`src/rtl/gpio_port_irq.sv`:
```
// N-pin GPIO port: per-pin function mux, pull control, 2-FF input sync, edge flags and interrupt vector.
// Optional glitch filter on the synchronised input is enabled by defining GPIO_GLITCH_FILTER_EN.
module gpio_port_irq #(
  parameter int WIDTH    = 8,
  parameter int FILT_CYC = 4
) (
  input  logic                 MCLK,
  input  logic                 reset,
  input  logic [WIDTH-1:0]     pad_i,
  output logic [WIDTH-1:0]     pad_o,
  output logic [WIDTH-1:0]     pad_oe,
  output logic [WIDTH-1:0]     pad_pull_en,
  output logic [WIDTH-1:0]     pad_pull_up,
  input  logic [WIDTH-1:0]     px_out,
  input  logic [WIDTH-1:0]     px_dir,
  input  logic [WIDTH-1:0]     px_ren,
  input  logic [WIDTH-1:0]     px_ies,
  input  logic [WIDTH-1:0]     px_ie,
  input  logic [2*WIDTH-1:0]   px_sel,
  input  logic [3*WIDTH-1:0]   alt_out,
  input  logic [3*WIDTH-1:0]   alt_dir,
  output logic [3*WIDTH-1:0]   alt_in,
  output logic [WIDTH-1:0]     px_in,
  input  logic                 ifg_wr,
  input  logic [WIDTH-1:0]     ifg_wdata,
  input  logic                 iv_rd,
  output logic [WIDTH-1:0]     px_ifg,
  output logic [15:0]          px_iv,
  output logic                 irq
);

  if (WIDTH < 1 || WIDTH > 16 || FILT_CYC < 1) begin : g_bad_params
    $error("gpio_port_irq: WIDTH must be 1..16 and FILT_CYC >= 1");
  end

  logic [WIDTH-1:0] sync1;
  logic [WIDTH-1:0] sync2;
  logic [WIDTH-1:0] prev;
  logic             arm;
  logic [1:0]       arm_cnt;
  logic [WIDTH-1:0] edge_det;
  logic [WIDTH-1:0] lowest;
  logic [WIDTH-1:0] ifg_base;
  logic [WIDTH-1:0] ifg_next;
  logic [15:0]      iv_next;

  // Edge detection stays disarmed until prev holds a real pad sample, so a pin
  // that is already high when reset releases cannot look like a rising edge.
`ifdef GPIO_GLITCH_FILTER_EN
  localparam logic [1:0] ARM_LAST = 2'd3;
  localparam int         CW       = (FILT_CYC > 1) ? $clog2(FILT_CYC) : 1;

  logic [CW-1:0] filt_cnt [WIDTH];

  always_ff @(posedge MCLK) begin
    if (reset) begin
      px_in <= '0;
      for (int i = 0; i < WIDTH; i++) filt_cnt[i] <= '0;
    end else begin
      for (int i = 0; i < WIDTH; i++) begin
        if (!arm) begin
          px_in[i]    <= sync2[i];
          filt_cnt[i] <= '0;
        end else if (sync2[i] == px_in[i]) begin
          filt_cnt[i] <= '0;
        end else if (filt_cnt[i] == CW'(FILT_CYC - 1)) begin
          px_in[i]    <= sync2[i];
          filt_cnt[i] <= '0;
        end else begin
          filt_cnt[i] <= filt_cnt[i] + 1'b1;
        end
      end
    end
  end
`else
  localparam logic [1:0] ARM_LAST = 2'd2;

  assign px_in = sync2;
`endif

  always_comb begin
    logic [1:0] sel;
    logic       oe;
    pad_o       = '0;
    pad_oe      = '0;
    pad_pull_en = '0;
    pad_pull_up = '0;
    alt_in      = '0;
    for (int i = 0; i < WIDTH; i++) begin
      sel = px_sel[2*i +: 2];
      if (sel == 2'd0) begin
        oe       = px_dir[i];
        pad_o[i] = px_out[i];
      end else begin
        oe       = alt_dir[(int'(sel) - 1) * WIDTH + i];
        pad_o[i] = alt_out[(int'(sel) - 1) * WIDTH + i];
      end
      pad_oe[i]      = oe;
      pad_pull_en[i] = ~oe & px_ren[i];
      pad_pull_up[i] = px_out[i];
      for (int k = 0; k < 3; k++) begin
        alt_in[k * WIDTH + i] = (int'(sel) == k + 1) & px_in[i];
      end
    end
  end

  // Write beats read-to-clear; a same-cycle edge always survives either.
  always_comb begin
    edge_det = arm ? ((px_ies & prev & ~px_in) | (~px_ies & ~prev & px_in)) : '0;
    lowest   = px_ifg & (~px_ifg + WIDTH'(1));
    if (ifg_wr)     ifg_base = ifg_wdata;
    else if (iv_rd) ifg_base = px_ifg & ~lowest;
    else            ifg_base = px_ifg;
    ifg_next = ifg_base | edge_det;
    iv_next  = '0;
    for (int i = WIDTH - 1; i >= 0; i--) begin
      if (ifg_next[i]) iv_next = 16'(2 * (i + 1));
    end
  end

  always_ff @(posedge MCLK) begin
    if (reset) begin
      sync1   <= '0;
      sync2   <= '0;
      prev    <= '0;
      arm     <= 1'b0;
      arm_cnt <= '0;
      px_ifg  <= '0;
      px_iv   <= '0;
      irq     <= 1'b0;
    end else begin
      sync1  <= pad_i;
      sync2  <= sync1;
      prev   <= px_in;
      px_ifg <= ifg_next;
      px_iv  <= iv_next;
      irq    <= |(px_ifg & px_ie);
      if (!arm) begin
        arm_cnt <= arm_cnt + 1'b1;
        arm     <= (arm_cnt == ARM_LAST);
      end
    end
  end

endmodule

```
`config.mk`:
```
export PLATFORM = sky130hd
export DESIGN_NAME = gpio_port_irq
export DESIGN_NICKNAME = d
export VERILOG_FILES = /design/src/rtl/gpio_port_irq.sv
export SDC_FILE = /design/constraint.sdc
export NUM_CORES = 1
export LEC_CHECK = 0
export CORE_MARGIN = 3
export CORE_UTILIZATION = 34
export CTS_CLUSTER_SIZE = 20
export DETAILED_ROUTE_END_ITERATION = 10
export GPL_ROUTABILITY_DRIVEN = 0
export MAX_ROUTING_LAYER = met4
export PLACE_DENSITY = 0.84
export SLEW_MARGIN = 20
export SYNTH_ARGS = -nofsm -noshare
export SYNTH_HDL_FRONTEND = slang
export SYNTH_SLANG_ARGS = --single-unit
```
`constraint.sdc`:
```
create_clock -name MCLK -period 2.7 [get_ports MCLK]
set_input_delay 0.54 -clock MCLK [delete_from_list [all_inputs] [get_ports MCLK]]
set_output_delay 0.54 -clock MCLK [all_outputs]
set_load 0.03 [all_outputs]
```
---- Word-level counts from Yosys, hierarchy flattened ----
Cells that the tools add are included.
W data, S select, Z words.
word-level totals
  output and inout bits ................... 89
  register bits ........................... 41
operators by class
  eq/ne operators ......................... 25
  $lt $le $gt $ge ......................... 8
  muxes and demuxes ....................... 76
  bitwise operators ....................... 54
  add/subtract/negate cells ............... 17
  reductions and logical operators ........ 12
operators by type and width
  operator               count
  $bmux W1 S5            14
  $and A8 B8 Y8          7
  $lt A7 B7 Y1 const B   7
  $mux W1                49
  $not A8 Y8             5
  $eq A2 B2 Y1 const B   17
  $and A1 B1 Y1          32
  $add A6 B4 Y7 const B  4
  $mux W8                3
  $sub A2 B1 Y3 const B  8
  $eq A2 B1 Y1 const B   8
  $logic_not A2 Y1       8
  $mux W4                4
  $or A8 B8 Y8           2
  $reduce_or A8 Y1       2
  $add A6 B3 Y7 const B  2
  $add A8 B1 Y8 const B  1
  $not A1 Y1             8
  $add A6 B2 Y7 const B  1
  $lt A6 B7 Y1 const B   1
  $mux W3                2
  $mux W5                1
  $bmux W1 S2            2
  $reduce_or A4 Y1       1
  other kinds (3)        3

---- Longest topological paths before layout ----
Gate-level depths: netlist (run 1).
  depth in word-level cells ............... 16
  gate-level depth with buffers ........... 7
  gate-level depth less buffers ........... 7

---- Worst setup path before layout (run 1) ----
No wires, ideal clock.
  kind .................................... input to output
  start ................................... in px_sel[0]
  end ..................................... out pad_pull_en[0]
  cell stages on the path ................. 7
  arrival ................................. 2.300 ns
  slack ................................... -0.140 ns
  path through ............................ inv_1 -> ha_1 -> mux2i_1 -> nor2_1 -> a31oi_1 -> o21ai_0 -> nor2_1
between the ends
  cells in the longest elaborated chain, start to end .. 7
ends and longest elaborated chain
  item                                         RTL line  source
  from (decl)                                  19        input logic [2*WIDTH-1:0] px_sel,
  $sub A2 B1 Y3                                95        oe = alt_dir[(int'(sel) - 1) * WIDTH + i];
  $bmux W1 S2                                  95
  $mux W1 (implied by the code) (2 in series)  95
  $mux W1 (*)                                  91        if (sel == 2'd0) begin
  net pad_oe[0]                                11        output logic [WIDTH-1:0] pad_oe,
  $not A1 Y1 (*)                               99        pad_pull_en[i] = ~oe & px_ren[i];
  $and A1 B1 Y1 (*)                            99
  to (decl)                                    12        output logic [WIDTH-1:0] pad_pull_en,
The timed path passes the listed nets; every way through them passes the cells marked *. The select of a mux whose other input is x is not followed.

---- Worst setup path after layout (run 1) ----
  start ................................... in px_sel[2]
  end ..................................... out pad_pull_en[1]
between the ends
  cells in the longest elaborated chain, start to end .. 8
ends and longest elaborated chain
  item                                         RTL line
  $sub A2 B1 Y3                                95
  $add A6 B2 Y7                                95
  $bmux W1 S5                                  95
  $mux W1 (implied by the code) (2 in series)  95
  $mux W1 (*)                                  91
  $not A1 Y1 (*)                               99
  $and A1 B1 Y1 (*)                            99
Every way passes the cells marked *; elsewhere a longest branch is shown, timed or not. The select of a mux whose other input is x is not followed.

==> key figures, run 1 <==
Drt
  • WL final: 9170 microns
  • 1st-iter DRT viols: 73
  • Detailed-route DRC error count: 0
  • Detailed Routing Iterations Pass 1: 4
  • Number of vias per cell: 4.71
  • Post-route ant nets: 0
  • Via count: 3186
  • Post-DR wirelength/cell: 13.5 microns

Layout
  • Diode count: 0
  • Post-Layout Inst Area: 5240 sq um
  • Fin nets: 731
  • Non-filler cells, final: 677
  • Fillcell total: 650
  • Share of layout cells above drive strength 1: 0.169
  • Area Overhead vs Synth: 85.6%

Power
  • Worst vdd ir: 0.220 mV
  • Leakage: 2.38 nW
  • Power per cell area: 368 nW/um^2
  • Total power: 1.93 mW

Worst setup path
  • Crit Path Class: in -> out
  • Req. time, crit path: 2.16 ns
  • Setup crit end kind: primary output
  • CP arrival: 2.09 ns
  • Buf/Inv on CP: 3
  • Critical path, cell by cell: clkdlybuf4s50_1 > inv_2 > ha_4 > mux2i_1 > nor2_1 > a21oi_2 > o21ai_2 > nor2_1 > buf_4
  • Critical path peak fanout: 3
  • Slowest CP cell: clkdlybuf4s50_1
  • Family with the most delay on the worst path: buffers and inverters
  • Startpoint class of the critical path: primary input
  • Most common cell on crit path: nor2_1
  • CP peak stage delay: 0.49 ns

STA
  • Final Skew: 0.00582 ns
  • Slew @ Worst Pin: 0.678 ns
  • Count of final hold-check violations: 0
  • Final worst-path cycle share: 0.976
  • # setup viols final: 0
  • Setup tns final: 0 ns
  • Fmax: 380 MHz
  • Pins Over Slew Limit: 0
  • Final Critical Period: 2.63 ns
  • RSZ-0062 raised after global routing: false
  • Worst slew margin: 0.548

Yosys
  • Seq/Total Area, Yosys: 0.284
  • Ys async rst share: 0
  • Post-synthesis cell type count: 42
  • Number of synthesized register bits: 40
  • Synth top area cells: dfxtp_1 (28%), ha_1 (15%), nor2b_1 (6.9%)
  • Mean post-synth cell area: 8.10 sq um
  • Synthesized instance count: 348
  • Ys flop type: dfxtp_1
  • Share of the synthesized area in the top cell type: 0.284
  • Synth Warn #: 0
  • Area leader, netlist: dfxtp_1
  • EDFF count, synth: 0
  • Cell Area, Synth: 2820 sq um

Placed design
  • Detailed Place HPWL: 7690 microns
  • DP Area: 5000 sq um
  • I/O Buffers: 200
  • Placed cells: 667

Floorplan
  • Total Die Area: 9420 sq um
  • Row count: 32
  • Die Width: 97.1 microns
  • Initial Util: 0.358
  • Core Footprint: 7890 sq um
  • Die Y: 97.1 microns
  • # IOs: 213

Run
  • Max Cap Violations: 0

Clock network
  • Post-CTS Hold Fix Bufs: 0
  • Clk slew on worst S/H paths: 0.08 ns
  • CTS Sinks: 40
  • CTS Buf Count: 5
  • Clock latency on the worst-skew pair: 0.29 ns
  • CTS tree: yes
  • CTS root buf: clkbuf_8
  • H-tree levels: 2
  • CTS max path bufs: 2

Global route
  • First-pass GRT wire length: 14500 microns
  • Largest net degree at the start of global routing: 21
  • Gr usage total: 0.189
  • Initial antenna violation count: 0
  • Grt total ovfl: 0
  • Vias in the first global route: 3167

Worst hold path
  • HP Class: reg -> reg

Outcome
  • Status: finished, final reports clean
==> stage by stage <==
step | hold WS, ns | utilization | worst slack (ns)
floorplan | 0.414 | - | 0.116
global placement | 0.418 | 0.634 | -0.0170
finish | 0.434 | 0.664 | 0.0661
CTS | 0.442 | 0.657 | 0.00137
global route | 0.462 | 0.664 | 0.000709
detailed placement | 0.425 | 0.634 | -0.0872
==> area by class of cell <==
class                           count  area (sq um)  area share
Tap cell                          102           128      0.0244
Inverter                           28           105      0.0201
Multi-Input combinational cell    265          1890       0.361
Clock buffer                        8          90.1      0.0172
Timing Repair Buffer              234          2220       0.424
Sequential cell                    40           801       0.153
==> worst register-to-register path, cell delays in order, from the launching register on <==
cell and delay (ns):
dfxtp_1 0.38, or4b_4 0.59, or4_1 0.42, a31oi_1 0.25, o21ai_1 0.10, a311o_1 0.36
==> final timing paths <==
check / from / end / slack (ns) / cells after the start
worst max-delay path: px_sel[2] / pad_pull_en[1] / 0.07 / 9
worst min-delay path: sync1[0] / px_in[0] / 0.43 / 1
worst min register to register: sync1[0] / px_in[0] / 0.43 / 1
worst max register to register: px_ifg[0] / px_iv[1] / 0.48 / 5
==> layer usage <==
metal	part of all wire	global-route usage	wire length [microns]
met1	0.38	0.200	3470
met3	0.052	0.0388	480
met4	0.013	0.0518	123
met5	0	-	0
met2	0.56	0.356	5100
==> flip-flops by register name (all words and copies together) (netlist names) <==
| name | count |
|---|---|
| arm_cnt | 2 |
| sync1 | 8 |
| arm | 1 |
| irq | 1 |
| px_in | 8 |
| prev | 8 |
| px_ifg | 8 |
| px_iv | 4 |
==> cells in the mapped netlist, drive strengths merged (2+ instances only) <==
master,instances
dfxtp,40
nor2,37
ha,33
nor2b,31
inv,28
and2,24
nand2,23
buf,20
o21ai,20
mux2i,16
a31oi,14
clkbuf,6
nand2b,6
a21oi,5
a22oi,5
nand3,4
o22ai,4
a222oi,3
nand4bb,3
and3,2
nand3b,2
nand4b,2
nor3,2
or2,2
or3,2
==> layout by cell type (no fill, tap or decap), types with 14 or more instances in the layout <==
| cell | instances |
|---|---|
| and2_1 | 24 |
| ha_1 | 25 |
| nor2_1 | 37 |
| clkdlybuf4s50_1 | 159 |
| mux2i_1 | 16 |
| buf_4 | 58 |
| a31oi_1 | 14 |
| inv_2 | 16 |
| nand2_1 | 23 |
| nor2b_1 | 31 |
| dfxtp_1 | 40 |
==> cells by family (layout without fill, tap and decap cells) <==
group | after synthesis | count (layout) | synth area share
multiplexers | 16 | 16 | 0.0568
buffers and inverters | 54 | 270 | 0.0985
other | 1 | 12 | 0.00133
AND/OR/NAND/NOR | 145 | 145 | 0.280
adder cells (fa/ha/maj) | 33 | 33 | 0.146
flip-flops | 40 | 40 | 0.284
XOR/XNOR | 1 | 1 | 0.00311
AO/OA/AOI/OAI | 58 | 58 | 0.130
==> power by group <==
part	internal [mW]	total, mW	switching [mW]
Clock	0.208	0.408	0.200
Sequential	0.638	0.691	0.0529
Combinational	0.430	0.828	0.399
==> timing repair <==
| item | in CTS | in global routing |
|---|---|---|
| resized for setup | 17 | 27 |
| setup endpoints to repair | 10 | 14 |
| pin swaps | 0 | 8 |
| buffers inserted | 0 | 2 |
| cloned | 0 | 0 |
Note: power is estimated with default switching activity, not from simulation.
==> run 2, diff against run 1 <==
--- a/config.mk
+++ b/config.mk
@@ -11,7 +11,7 @@
 export DETAILED_ROUTE_END_ITERATION = 10
 export GPL_ROUTABILITY_DRIVEN = 0
 export MAX_ROUTING_LAYER = met4
-export PLACE_DENSITY = 0.84
+export PLACE_DENSITY = 0.78
 export SLEW_MARGIN = 20
 export SYNTH_ARGS = -nofsm -noshare
 export SYNTH_HDL_FRONTEND = slang
==> constraint.sdc (replaced) <==
create_clock -name MCLK -period 2.7 [get_ports MCLK]
set_input_delay 0.27 -clock MCLK [delete_from_list [all_inputs] [get_ports MCLK]]
set_output_delay 0.27 -clock MCLK [all_outputs]
set_load 0.03 [all_outputs]
==> run 2 against run 1 <==
Compared with the run above: clock skew is 0.0035 ns higher; global-route usage is 0.97 points lower; sequential share of layout area is 0.58 points higher.
==> key figures, run 2 (synthesized netlist as in run 1, its figures left out) <==
Outcome
  • Status: finished, final reports clean (unchanged)

Layout
  • Most frequent cells in the layout: clkdlybuf4s50_1 (181), dfxtp_1 (40), nor2_1 (37), ha_1 (33) (was clkdlybuf4s50_1 (159), buf_4 (58), dfxtp_1 (40), nor2_1 (37), nor2b_1 (31))
  • Share of layout cells above drive strength 1: 0.0820 (was 0.169)
  • Diode count: 0 (unchanged)
  • Final Core Density: 0.639 (was 0.664)
  • Fin nets: 717 (was 731)
  • Area Overhead vs Synth: 78.8% (was 85.6%)
  • Commonest non-fill, non-tap cell in the layout: clkdlybuf4s50_1 (unchanged)
  • Fillcell total: 695 (was 650)
  • Non-filler cells, final: 663 (was 677)

Global route
  • Vias in the first global route: 2934 (was 3167)
  • Largest net degree at the start of global routing: 26 (was 21)
  • Gr usage total: 0.180 (was 0.189)
  • Initial antenna violation count: 0 (unchanged)
  • Grt total ovfl: 0 (unchanged)
  • First-pass GRT wire length: 13700 microns (was 14500 microns)

Clock network
  • Post-CTS Hold Fix Bufs: 0 (unchanged)
  • Clk slew on worst S/H paths: 0.08 ns (about the same)
  • CTS tree: yes (unchanged)
  • Setup Buffers After CTS: 0 (unchanged)
  • H-tree levels: 2 (unchanged)
  • Clock latency on the worst-skew pair: 0.29 ns (about the same)
  • CTS Buf Count: 5 (unchanged)
  • CTS root buf: clkbuf_8 (unchanged)
  • CTS max path bufs: 2 (unchanged)
  • CTS Sinks: 40 (unchanged)

Floorplan
  • Initial Util: 0.358 (unchanged)
  • Die Width: 97.1 microns (unchanged)
  • Row count: 32 (unchanged)
  • # IOs: 213 (unchanged)
  • Die Y: 97.1 microns (unchanged)
  • Total Die Area: 9420 sq um (unchanged)
  • Core Footprint: 7890 sq um (unchanged)

Drt
  • WL final: 8720 microns (was 9170 microns)
  • Post-route ant nets: 0 (unchanged)
  • 1st-iter DRT viols: 47 (was 73)
  • Via count: 3114 (was 3186)
  • Number of vias per cell: 4.70 (was 4.71)
  • Post-DR wirelength/cell: 13.1 microns (was 13.5 microns)
  • Detailed Routing Iterations Pass 1: 4 (unchanged)
  • Detailed-route DRC error count: 0 (unchanged)

Worst setup path
  • Slowest CP cell: clkdlybuf4s50_1 (unchanged)
  • Critical path peak fanout: 4 (was 3)
  • Setup crit end kind: primary output (unchanged)
  • Most common cell on crit path: clkdlybuf4s50_1 (was nor2_1)
  • Critical path, cell by cell: clkdlybuf4s50_1 > inv_1 > ha_1 > mux2i_1 > nor2_1 > a31oi_1 > o21ai_0 > clkdlybuf4s50_1 (was clkdlybuf4s50_1 > inv_2 > ha_4 > mux2i_1 > nor2_1 > a21oi_2 > o21ai_2 > nor2_1 > buf_4)
  • CP arrival: 2.32 ns (was 2.09 ns)
  • CP peak stage delay: 0.69 ns (was 0.49 ns)
  • Req. time, crit path: 2.43 ns (was 2.16 ns)
  • Startpoint class of the critical path: primary input (unchanged)
  • Crit Path Class: in -> out (unchanged)

Power
  • Leakage: 2.26 nW (was 2.38 nW)
  • Worst vdd ir: 0.250 mV (was 0.220 mV)
  • Total power: 1.88 mW (was 1.93 mW)
  • Power per cell area: 372 nW/um^2 (was 368 nW/um^2)

STA
  • # setup viols final: 0 (unchanged)
  • Final worst-path cycle share: 0.958 (was 0.976)
  • Pins Over Slew Limit: 0 (unchanged)
  • Count of final hold-check violations: 0 (unchanged)
  • Final Skew: 0.00934 ns (was 0.00582 ns)
  • Fmax: 387 MHz (was 380 MHz)
  • Final Critical Period: 2.59 ns (was 2.63 ns)
  • Slew @ Worst Pin: 0.527 ns (was 0.678 ns)
  • Worst setup margin: 0.114 ns (was 0.0661 ns)
  • RSZ-0062 raised after global routing: false (unchanged)
  • Worst slew margin: 0.649 (was 0.548)
  • Setup tns final: 0 ns (unchanged)

Placed design
  • Detailed Place HPWL: 7480 microns (was 7690 microns)
  • Placed cells: 655 (was 667)
  • I/O Buffers: 200 (unchanged)
  • Worst slack, placed: -0.0254 ns (was -0.0872 ns)

Run
  • Max Cap Violations: 0 (unchanged)

Worst hold path
  • HP Class: reg -> reg (unchanged)
## run 2: cell types whose count changed in the layout (fill, tap and decap cells not counted), moves of 2 or more
cell             delta
o21ai_1             -8
dlygate4sd2_1       -2
buf_4              -27
clkbuf_1            -2
inv_2              -16
o21ai_0             +9
ha_4                -8
inv_1              +16
clkinv_2            +2
clkdlybuf4s50_1    +22
dlymetal6s2s_1      -7
ha_1                +8
## run 2: layer usage
layer  global-route usage  part of all wire  vias up
met5                    -                 0        -
met4               0.0486             0.017        0
met3               0.0445             0.074       12
met2                0.318              0.51      131
met1                0.201              0.40     1397
li1                     -                 -     1574
## run 2: final cells by class
| class | instances | area (sq um) | area share |
|---|---|---|---|
| timing repair buffer | 220 | 2130 | 0.423 |
| multi-input combinational | 265 | 1780 | 0.354 |
| sequential | 40 | 801 | 0.159 |
| tap | 102 | 128 | 0.0253 |
| inverter | 28 | 105 | 0.0208 |
| clock buffer | 6 | 82.6 | 0.0164 |
| clock inverter | 2 | 10.0 | 0.00199 |
## run 2: critical path: cells and delay by family
family | cells | cell delay, ns
AND/OR/NAND/NOR | 1 | 0.09
buffers and inverters | 3 | 1.27
AO/OA/AOI/OAI | 2 | 0.20
multiplexers | 1 | 0.14
adder cells (fa/ha/maj) | 1 | 0.34
## run 2: timing repair
action,CTS,global route
hold endpoints to repair,0,0
setup endpoints to repair,3,5
gates resized for setup,3,5
cloned,0,0
## run 2: metrics by stage
| step | hold slack [ns] | area, sq um |
|---|---|---|
| finish | 0.432 | 5040 |
| global route | 0.455 | 5040 |
| CTS | 0.441 | 5030 |
| detailed placement | 0.423 | 4940 |
| global placement | 0.418 | 4940 |
| floorplan | 0.398 | 2860 |
## run 2: where the power goes
part / internal (mW) / total [mW] / switching (mW) / leakage, nW
combinational: 0.404 / 0.782 / 0.378 / 1.88
sequential: 0.638 / 0.689 / 0.0512 / 0.330
clock: 0.204 / 0.405 / 0.201 / 0.0510
## run 2: worst paths after layout
path	from	to	slack [ns]	depth (start not counted)
worst min register to register	sync1[6]	px_in[6]	0.43	1
worst min-delay path	sync1[6]	px_in[6]	0.43	1
worst max register to register	px_ifg[0]	px_iv[1]	0.46	5
worst max-delay path	px_sel[9]	pad_o[4]	0.11	8
==> run 3, diff against run 2 <==
--- a/config.mk
+++ b/config.mk
@@ -12,7 +12,7 @@
 export GPL_ROUTABILITY_DRIVEN = 0
 export MAX_ROUTING_LAYER = met4
 export PLACE_DENSITY = 0.78
-export SLEW_MARGIN = 20
+export SLEW_MARGIN = 25
 export SYNTH_ARGS = -nofsm -noshare
 export SYNTH_HDL_FRONTEND = slang
 export SYNTH_SLANG_ARGS = --single-unit
==> results of run 3 <==
Final layout, timing and power as in run 2 (identical DEF).
